$ cat src/rtl/drink_pkg.sv
// Shared constants, state encoding and code decoding for the drink dispenser.
package drink_pkg;
  localparam int NUM_DRINKS = 3;

  localparam logic [2:0] CODE_D0   = 3'b110;
  localparam logic [2:0] CODE_D1   = 3'b101;
  localparam logic [2:0] CODE_D2   = 3'b011;
  localparam logic [2:0] CODE_IDLE = 3'b111;

  typedef enum logic [1:0] {IDLE, POUR, WAIT_REL, ERR} state_t;

  // Drink index for a panel code; 3 marks "not a drink" (idle or invalid).
  function automatic logic [1:0] code_to_idx(input logic [2:0] code);
    case (code)
      CODE_D0: code_to_idx = 2'd0;
      CODE_D1: code_to_idx = 2'd1;
      CODE_D2: code_to_idx = 2'd2;
      default: code_to_idx = 2'd3;
    endcase
  endfunction
endpackage

$ cat src/rtl/code_stabilizer.sv
// Two-flop synchronizer for the panel code plus a hold counter that flags
// the synchronized code as stable once it has held STABLE_CYCLES cycles.
module code_stabilizer import drink_pkg::*; #(
  parameter int STABLE_CYCLES = 16
) (
  input  logic       clk,
  input  logic       rst_n,
  input  logic [2:0] sel_n,
  output logic [2:0] code,
  output logic       stable
);
  localparam int CW = $clog2(STABLE_CYCLES + 1);

  logic [2:0]    meta;
  logic [CW-1:0] cnt;

  // cnt is the number of cycles the current synchronized code has been held.
  always_ff @(posedge clk or negedge rst_n) begin
    if (!rst_n) begin
      meta <= CODE_IDLE;
      code <= CODE_IDLE;
      cnt  <= '0;
    end else begin
      meta <= sel_n;
      code <= meta;
      if (meta != code)
        cnt <= CW'(1);
      else if (cnt != CW'(STABLE_CYCLES))
        cnt <= cnt + 1'b1;
    end
  end

  assign stable = (cnt == CW'(STABLE_CYCLES));
endmodule

$ cat src/rtl/drink_dispenser.sv
// Drink dispenser controller. Define DRINK_DISPENSER_STOCK_EN to enable
// per-drink stock counting, the empty flags and the out-of-stock error path.
module drink_dispenser import drink_pkg::*; #(
  parameter int STABLE_CYCLES = 16,
  parameter int POUR_CYCLES   = 50_000_000,
  parameter int STOCK_INIT    = 4
) (
  input  logic       clk,
  input  logic       rst_n,
  input  logic [2:0] sel_n,
  input  logic       refill,
  output logic [2:0] valve,
  output logic       busy,
  output logic       done,
  output logic       err,
  output logic [2:0] empty
);
  localparam int TW = (POUR_CYCLES > 1) ? $clog2(POUR_CYCLES) : 1;

  logic [2:0]    code;
  logic          stable;
  state_t        state;
  logic [1:0]    idx;
  logic [TW-1:0] timer;
  logic [1:0]    sel_idx;
  logic          sel_drink;
  logic          sel_empty;
  logic          rel;

  code_stabilizer #(.STABLE_CYCLES(STABLE_CYCLES)) u_stab (
    .clk    (clk),
    .rst_n  (rst_n),
    .sel_n  (sel_n),
    .code   (code),
    .stable (stable)
  );

  assign sel_idx   = code_to_idx(code);
  assign sel_drink = (sel_idx != 2'd3);
  assign rel       = stable && (code == CODE_IDLE);

`ifdef DRINK_DISPENSER_STOCK_EN
  localparam int SW = (STOCK_INIT > 0) ? $clog2(STOCK_INIT + 1) : 1;
  logic [NUM_DRINKS-1:0][SW-1:0] stock;

  always_comb begin
    sel_empty = 1'b0;
    for (int i = 0; i < NUM_DRINKS; i++) begin
      empty[i] = (stock[i] == '0);
      if (sel_idx == 2'(i)) sel_empty = (stock[i] == '0);
    end
  end
`else
  logic unused_refill;
  assign unused_refill = refill ^ (STOCK_INIT > 0);
  assign sel_empty     = 1'b0;
  assign empty         = '0;
`endif

  always_ff @(posedge clk or negedge rst_n) begin
    if (!rst_n) begin
      state <= IDLE;
      idx   <= '0;
      timer <= '0;
      valve <= '0;
      busy  <= 1'b0;
      done  <= 1'b0;
      err   <= 1'b0;
`ifdef DRINK_DISPENSER_STOCK_EN
      stock <= {NUM_DRINKS{SW'(STOCK_INIT)}};
`endif
    end else begin
      done <= 1'b0;
      case (state)
        IDLE: if (stable) begin
          if (sel_drink && !sel_empty) begin
            state <= POUR;
            idx   <= sel_idx;
            timer <= '0;
            valve <= 3'b001 << sel_idx;
            busy  <= 1'b1;
          end else if (code != CODE_IDLE) begin
            state <= ERR;
            err   <= 1'b1;
          end
        end
        // A release abort takes priority over completion on the same cycle.
        POUR: if (rel) begin
          state <= IDLE;
          valve <= '0;
          busy  <= 1'b0;
        end else if (timer == TW'(POUR_CYCLES - 1)) begin
          state <= WAIT_REL;
          valve <= '0;
          busy  <= 1'b0;
          done  <= 1'b1;
`ifdef DRINK_DISPENSER_STOCK_EN
          for (int i = 0; i < NUM_DRINKS; i++)
            if (idx == 2'(i) && stock[i] != '0) stock[i] <= stock[i] - 1'b1;
`endif
        end else begin
          timer <= timer + 1'b1;
        end
        WAIT_REL, ERR: if (rel) begin
          state <= IDLE;
          err   <= 1'b0;
        end
        default: state <= IDLE;
      endcase
`ifdef DRINK_DISPENSER_STOCK_EN
      if (refill) stock <= {NUM_DRINKS{SW'(STOCK_INIT)}};
`endif
    end
  end
endmodule

$ cat config.mk
export PLATFORM = sky130hd
export DESIGN_NAME = drink_dispenser
export DESIGN_NICKNAME = d
export VERILOG_FILES = /design/src/rtl/drink_pkg.sv /design/src/rtl/code_stabilizer.sv /design/src/rtl/drink_dispenser.sv
export SDC_FILE = /design/constraint.sdc
export NUM_CORES = 1
export LEC_CHECK = 0
export ABC_AREA = 1
export CORE_MARGIN = 10
export CORE_UTILIZATION = 61
export DETAILED_ROUTE_END_ITERATION = 7
export GPL_TIMING_DRIVEN = 0
export PLACE_DENSITY = 0.81
export SYNTH_ARGS = -nofsm -noshare
export SYNTH_HDL_FRONTEND = slang
export SYNTH_SLANG_ARGS = --single-unit
$ cat constraint.sdc
create_clock -name clk -period 2.7 [get_ports clk]
set_input_delay 0.27 -clock clk [delete_from_list [all_inputs] [get_ports clk]]
set_output_delay 0.27 -clock clk [all_outputs]
set_load 0.01 [all_outputs]
* Word-level counts from Yosys, hierarchy flattened
Index checks and enable logic that the tools add are counted.
** Word-level totals
- Register bits after elaboration :: 45
- Bits of input ports :: 6
- Output and inout port bits :: 9
- Word-level logic and storage cells :: 77
** Operators by class
- $add $sub $neg :: 2
- Eq/ne operators :: 22
- Shift operators :: 1
- Multiplexer cells :: 33
- Reductions and logical operators :: 10
** Operators by type and width (number)
- 2-to-1 mux 26 bit :: 4
- one-hot mux 26 bit (2 select lines) :: 1
- adder 26 x 1 -> 26 bit, second input constant :: 1
- equality test 26 bit, second input constant :: 1
- inequality test 2 bit, second input constant :: 8
- 2-to-1 mux 2 bit :: 6
- 2-to-1 mux 3 bit :: 4
- one-hot mux 2 bit (3 select lines) :: 2
- 2-to-1 mux 1 bit :: 11
- 2-to-1 mux 5 bit :: 2
- AND reduction 5 bit :: 2
- equality test 3 bit, second input constant :: 3
- inequality test 3 bit, second input constant :: 3
- AND reduction 4 bit :: 2
- one-hot mux 3 bit (2 select lines) :: 1
- nonzero test 2 bit :: 3
- adder 5 x 1 -> 5 bit, second input constant :: 1
- equality test 5 bit, second input constant :: 1
- inequality test 5 bit, second input constant :: 1
- equality test 2 bit, second input constant :: 2
- one-hot mux 1 bit (2 select lines) :: 2
- equality test 3 x 2 -> 1 bit, second input constant :: 1
- inequality test 3 bit :: 1
- left shift 1 x 2 -> 3 bit, first input constant :: 1
- other kinds (4) :: 4

* Logic depth before layout (Yosys ltp)
Gate-level depths: netlist of the first run.
- Word-level depth :: 6
- Depth in mapped cells :: 13
- Depth with buffers taken out :: 13

* Cells and area by module
A second synthesis of the first run with hierarchy kept.
** Second synthesis, totals
- Cells, all modules :: 412
- Area total of the unflattened synthesis :: 2867.8 um2
** Modules (own cells, without submodules)
- drink_dispenser :: times used 1, cells an instance 356, area each 2329.7 um2, seq. area each 850.8 um2
- code_stabilizer :: times used 1, cells an instance 56, area each 538.0 um2, seq. area each 282.8 um2

* Worst setup path after synthesis of the first run
OpenSTA, ideal clock, no wires.
- Path kind :: register -> register
- Start point :: reg timer[0]
- End point :: reg timer[17]
- Setup time :: 0.117 ns
- Arrival :: 1.476 ns
- Data required time :: 2.583 ns
- Path slack :: 1.107 ns
- Cell stages (with the launch flop) :: 12
- Path buffers :: 1
- Period minus slack after synthesis :: 1.593 ns
- Path through :: dfrtp_1 > ha_1 > nand2_2 > nor2_2 > nand2_1 > nor2_1 > nand2_2 > nand3_4 > nand2_4 > buf_6 > nand2_1 > nand2_1
** Between the ends
- Longest elaborated chain between the ends :: 4
- Elaborated cells on any way between the ends :: 7
- Those cells by class :: add/sub: 1; eq/ne: 2; mux: 3; reduce/logical: 1
** RTL lines
- start, declared :: RTL line drink_dispenser.sv:24 : logic [TW-1:0] timer;
- start signal, assigned :: RTL line drink_dispenser.sv:102 : timer <= timer + 1'b1;
- adder 26 x 1 -> 26 bit :: RTL line drink_dispenser.sv:102
- 2-to-1 mux 26 bit :: RTL line drink_dispenser.sv:92 : end else if (timer == TW'(POUR_CYCLES - 1)) begin
- 2-to-1 mux 26 bit :: RTL line drink_dispenser.sv:88 : POUR: if (rel) begin
- one-hot mux 26 bit (2 select lines) :: RTL line drink_dispenser.sv:74 : case (state)
Parallel ways exist; a longest one is shown, timed or not. The select of a mux whose other input is x is not followed.
A chain may end at the register's enable or synchronous reset.

* Worst setup path after layout of the first run
- Start point :: reg timer[0]
- End point :: reg timer[14]
Same word-level chain as after synthesis.

==> results.md, run 1 <==
* Outcome: finished clean
* Ys async rst share at 100%
* HP Start: u_stab.meta[2]$_DFF_PN1_
* Horiz. Die Dim at 87.9 um
* Flop2flop setup slack at 0.83 ns
* Clock insertion delay at the later pin of the skew report at 0.30 ns
* CP required at 2.90 ns
* Starting Density at 63.7%
* Clock Skew at 0.0124 ns
* Post-synth EDFFs at 0
* Ys Warns at 0
* Synth Area per Inst at 6.76 sq um
* Port bufs at 10
* Top Ports at 15
* Fin Hold WS at 0.375 ns
* Vias in the first global route at 2548
* Max incr delay on CP at 0.43 ns
* Main flop type after synthesis: dfrtp_1
* Hold depth at 0
* Final wirelength at 6530 um
* Antenna cells at 0
* F_max at 0.535 GHz
* GRT Total Usage at 18.6%
* Placer Congestion at 0.955
* Buf+Inv Stages, Crit Path at 0
* Crit Reg-Reg Startpoint: timer[0]$_DFFE_PN0P_
* Cells along the critical path: ha_1, nand3_1, nor2_1, nand3_1, xor2_1, nor2_1, nand2_1, nand2_1
* Final slew viol count at 0
* GRT overflow at 0
* Layout area overhead at 11.0%
* Row Count at 24
* Hold Path Class: flip-flop to flip-flop
* Final #Nets at 446
* Initial antenna violation count at 0
* Hold EP: u_stab.code[2]$_DFF_PN1_
* Tcrit/Tclk final at 69.2%
* Worst Path Arrival at 2.07 ns
* Area after DPL at 3000 sq um
* Crit path depth at 8
* Final setup fails at 0
* DRC viols at 0
* Initial DRC count at 271
* Global-route wire length before repair at 11600 um
* Cell variety after synth at 25
* Worst setup SP type: flip-flop
* Maximum VDD drop at 0.372 mV
* Crit Path Category: flip-flop to flip-flop
* Drt pass-1 iters at 5
* H-tree Lvls at 2
* Height of the die at 87.9 um
* Sink Count at 45
* Final instance area at 3120 sq um
* Setup WS pre-CTS at 0.854 ns
* Reg2reg end: timer[14]$_DFFE_PN0P_
* Core area at 4410 sq um
* Share of cells above drive strength 1 at 9.13%
* Vias/cell at 5.29
* Sequential share of the synthesized area at 40.3%
* Layout fillers at 366
* Die area at 7720 sq um
* Setup TNS at 0 ns
* Hpwl dp at 5040 um
* Minimum clock period at 1.87 ns
* Clock edge transition at the registers on the reported setup and hold paths at 0.09 ns
* Worst Reg-to-Reg Cells at 8
* CP delay by family, top: simple AND/OR/NAND/NOR gates
* CTS tree: built
* Clk buf depth at 2
* Synthesized cell area at 2810 sq um
* Total power at 1.27 mW
* Vias post-DR at 2594
* Unrepaired setup endpoints after global routing: false
* Final setup margin at 0.832 ns
* Worst Setup End Kind: flip-flop
* Crit-path slowest cell: dfrtp_1
* Fin. Hold Viols at 0
* Pwr Density at 409 nW/um^2
* Clk Tree Root Cell: clkbuf_8
* WL per Instance at 13.3 um
* Antenna viol nets, final at 0
* P_leak at 1.41 nW
* Largest net degree at the start of global routing at 31
* Synth Register Bits at 45
* Worst Path Max Fanout at 6
* CTS Buf Count at 5
* # Max-Cap Violations at 0
* Gate Count Post-Synth at 416
==> worst max-delay path by stage <==
stage                                       end                      start  slack [ns]
after floorplan           timer[17]$_DFFE_PN0P_       timer[0]$_DFFE_PN0P_        1.11
after global placement     state[0]$_DFFE_PN0P_                      rst_n        0.18
after detailed placement  timer[17]$_DFFE_PN0P_       timer[0]$_DFFE_PN0P_        0.85
after CTS                 timer[17]$_DFFE_PN0P_       timer[0]$_DFFE_PN0P_        0.84
after global routing       state[1]$_DFFE_PN0P_  u_stab.cnt[0]$_DFFE_PN0P_        0.69
final                     timer[14]$_DFFE_PN0P_       timer[0]$_DFFE_PN0P_        0.83
==> sequential cells by signal, indices dropped and copies added (netlist names) <==
signal	flops
u_stab.meta	3
err	1
u_stab.cnt	5
done	1
timer	26
busy	1
state	2
u_stab.code	3
valve	3
==> logic make-up (layout without fill, tap and decap cells) <==
kind of cell | Yosys count | after routing | share of synthesized area, %
simple gates | 297 | 297 | 44.8
buf+inv | 48 | 68 | 7.75
flops | 45 | 45 | 40.3
xor+xnor | 13 | 13 | 4.05
compound gates | 9 | 9 | 1.60
fa+ha+maj | 3 | 3 | 1.34
other cells | 1 | 3 | 0.133
==> cells in the mapped netlist (2+ instances only) <==
cell type  number  share of area, %
nand2_1       157                21
nor2_1         71               9.5
nand3_1        42               7.5
dfrtp_1        39                35
inv_1          36               4.8
xor2_1          7               2.2
dfstp_2         6               5.6
nor2_2          6               1.3
o21ai_0         6               1.1
xnor2_1         6               1.9
buf_4           5               1.3
nand2_2         5               1.1
nor3_1          5              0.89
nor3b_1         5               1.3
a21oi_1         3              0.53
buf_2           3              0.53
ha_1            3               1.3
buf_6           2              0.80
clkbuf_1        2              0.27
nand3b_1        2              0.53
==> what timing repair did <==
| item | in CTS | in global routing |
|---|---|---|
| hold endpoints to repair | 14 | 0 |
| resized for setup | 0 | 0 |
| buffers inserted | 0 | 0 |
| hold buffers | 1 | 0 |
==> placed cells by master, fill, tap and decap left out, drive strengths merged <==
cell type / count
o21ai: 6
conb: 3
ha: 3
buf: 12
nor3: 5
nor3b: 5
nand2: 163
xnor2: 6
dfrtp: 39
bufinv: 1
clkbuf: 8
or2: 1
dfstp: 6
inv: 36
a21oi: 3
xor2: 7
clkdlybuf4s50: 9
nand3b: 2
clkinv: 1
nor2: 78
dlygate4sd3: 1
nand3: 43
==> report_power, final <==
| part | switching, mW | internal (mW) | total [mW] |
|---|---|---|---|
| clock | 0.235 | 0.278 | 0.513 |
| combinational | 0.0353 | 0.0289 | 0.0641 |
| sequential | 0.00954 | 0.688 | 0.698 |
| total | 0.279 | 0.995 | 1.27 |
==> layout make-up <==
| class | instances | area, sq um | area share, % |
|---|---|---|---|
| repair buffers | 12 | 125 | 4.01 |
| plain buffers | 12 | 82.6 | 2.65 |
| clock inverters | 2 | 38.8 | 1.24 |
| clock buffers | 6 | 72.6 | 2.33 |
| flip-flops and latches | 45 | 1130 | 36.3 |
| inverters | 36 | 135 | 4.33 |
| well taps | 52 | 65.1 | 2.09 |
| multi-input cells | 325 | 1470 | 47.0 |
==> metrics by stage <==
stage | cells | util, %
floorplan | 418 | -
global placement | 480 | 67.6
detailed placement | 481 | 67.9
CTS | 490 | 70.7
global route | 490 | 70.7
finish | 490 | 70.7
==> layer usage <==
| metal | part of all wire [%] | up-vias | GRT usage, % | wire length (um) |
|---|---|---|---|---|
| li1 | - | 1311 | - | - |
| met2 | 50 | 71 | 32.7 | 3250 |
| met3 | 4.9 | 12 | 3.71 | 321 |
| met1 | 43 | 1200 | 22.3 | 2800 |
| met4 | 2.3 | 0 | 5.94 | 153 |
| met5 | 0 | - | 0 | 0 |
Note: power is estimated with default switching activity, not from simulation.
==> run 2: changes to the inputs <==
CORE_UTILIZATION = 60   (was 61)
PLACE_DENSITY = 0.8   (was 0.81)
clock period = 1.93 ns   (was 2.7 ns; I/O delays follow)
==> run 2 against run 1 <==
Hold slack lost 0.084 ns. Highest routed layer unchanged. Critical path type unchanged. Cell count is the same. Critical endpoint unchanged. Largest power group unchanged. Non-clock buffer count is the same. Count of clock-buffer cells in the layout is the same. Global-route usage shrank 0.91 points. Die area grew 1.3%.
==> results.md, run 2 (synthesis gave the netlist of run 1 again) <==
* Final setup fails at 0
* Crit path launch: timer[0]$_DFFE_PN0P_
* Clk buf depth at 2
* Setup TNS at 0 ns
* Pwr Density at 579 nW/um^2
* Largest registers: timer (26), u_stab.cnt (5)
* Horiz. Die Dim at 88.4 um
* Unrepaired setup endpoints after global routing: false
* Largest register FFs at 26
* # Max-Cap Violations at 0
* Hold Path Class: input pin to flip-flop
* Outcome: finished clean
* Row Count at 24
* CTS tree: built
* Worst Path Max Fanout at 6
* Vias/cell at 5.34
* Hpwl dp at 4900 um
* Tcrit/Tclk final at 92.9%
* Antenna cells at 0
* Fin. Hold Viols at 0
* Total power at 1.82 mW
* Most common cell after layout, fill and taps aside: nand2_1
* Initial antenna violation count at 0
* Layout area overhead at 11.8%
* Crit Path Category: flip-flop to flip-flop
* Global-route wire length before repair at 11100 um
* Setup WS pre-CTS at 0.0655 ns
* Final #Nets at 446
* Worst setup SP type: flip-flop
* Height of the die at 88.4 um
* Final setup margin at 0.136 ns
* GRT Total Usage at 17.7%
* Clock Skew at 0.00870 ns
* Top Ports at 15
* Core area at 4440 sq um
* Worst Reg-to-Reg Cells at 8
* Port bufs at 10
* P_leak at 1.41 nW
* Worst Path Arrival at 2.00 ns
* CP required at 2.13 ns
* Starting Density at 63.2%
* GRT overflow at 0
* Most frequent cells in the layout: nand2_1, nor2_1, nand3_1
* CTS Buf Count at 5
* Clock insertion delay at the later pin of the skew report at 0.30 ns
* Layout fillers at 383
* Vias post-DR at 2616
* Clock edge transition at the registers on the reported setup and hold paths at 0.09 ns
* Crit Reg-Reg Startpoint: timer[0]$_DFFE_PN0P_
* Die area at 7820 sq um
* Vias in the first global route at 2490
* Initial DRC count at 285
* Placer Congestion at 0.949
* Largest net degree at the start of global routing at 32
* Register Area at 1130 sq um
* Drt pass-1 iters at 6
* Final slew viol count at 0
* Worst Setup End Kind: flip-flop
* Maximum VDD drop at 0.529 mV
* Hold depth at 1
* Most flops, register: timer
* F_max at 0.557 GHz
* Final wirelength at 6490 um
* Share of cells above drive strength 1 at 9.82%
* WL per Instance at 13.2 um
* Clk Tree Root Cell: clkbuf_8
* Antenna viol nets, final at 0
* H-tree Lvls at 2
* HP Start: sel_n[0]
* Minimum clock period at 1.79 ns
* Sink Count at 45
* Multi-input logic area at 1480 sq um
* DRC viols at 0
## run 2: cell count changes in the layout (fill, tap and decap cells not counted), sizes merged
cell      change
clkinvlp      +1
clkinv        -1
## run 2: metrics by stage
step                cells  hold slack, ns  util [%]  area (sq um)
floorplan             418          -0.103         -          2820
CTS                   490           0.289      70.4          3130
global placement      480           0.363      67.1          2980
global route          490           0.283      70.7          3140
detailed placement    481           0.129      67.5          3000
finish                490           0.291      70.7          3140
## run 2: repair_timing
| action | in CTS | in global routing |
|---|---|---|
| hold buffers | 1 | 0 |
| gates resized for setup | 0 | 3 |
| hold endpoints to repair | 14 | 0 |
| endpoints found under the setup margin | 0 | 32 |
| buffers inserted | 0 | 0 |
## run 2: final cells by class
class | count | area share (%)
Timing Repair Buffer | 12 | 3.98
Buffer | 12 | 2.63
Tap cell | 52 | 2.07
Clock inverter | 2 | 1.19
Multi-Input combinational cell | 325 | 47.1
Inverter | 36 | 4.30
Clock buffer | 6 | 2.63
Sequential cell | 45 | 36.1
## run 2: where the power goes
part	total, mW	internal [mW]	switching [mW]	leakage [nW]
Combinational	0.0885	0.0403	0.0482	0.753
Clock	0.755	0.421	0.334	0.0574
Sequential	0.976	0.963	0.0132	0.603
## run 2: path summary, 6_finish.rpt
check                                      endpoint  slack (ns)
max                           timer[14]$_DFFE_PN0P_        0.14
min                        u_stab.meta[0]$_DFF_PN1_        0.29
max reg2reg                   timer[14]$_DFFE_PN0P_        0.14
min reg2reg                u_stab.code[0]$_DFF_PN1_        0.38
max in group asynchronous  u_stab.code[1]$_DFF_PN1_        1.05
min in group asynchronous     timer[14]$_DFFE_PN0P_        0.33
## run 2: critical path, cell delays in order, from the launching register on
cell     delay (ns)
dfrtp_1        0.46
ha_4           0.21
nand3_1        0.13
nor2_1         0.40
nand3_1        0.15
xor2_1         0.16
nor2_1         0.05
nand2_1        0.08
nand2_1        0.05
## run 2: layer usage
layer,routed length [um],track usage [%],up-vias
met5,0,0,-
met4,201,7.20,0
met3,389,4.14,20
met2,3180,30.8,78
met1,2720,20.6,1204
li1,-,-,1314
==> run 3: changes to the inputs <==
CAP_MARGIN = 10   (was unset)
==> results of run 3 <==
The final DEF is identical to that of run 2; final timing and power are the same.
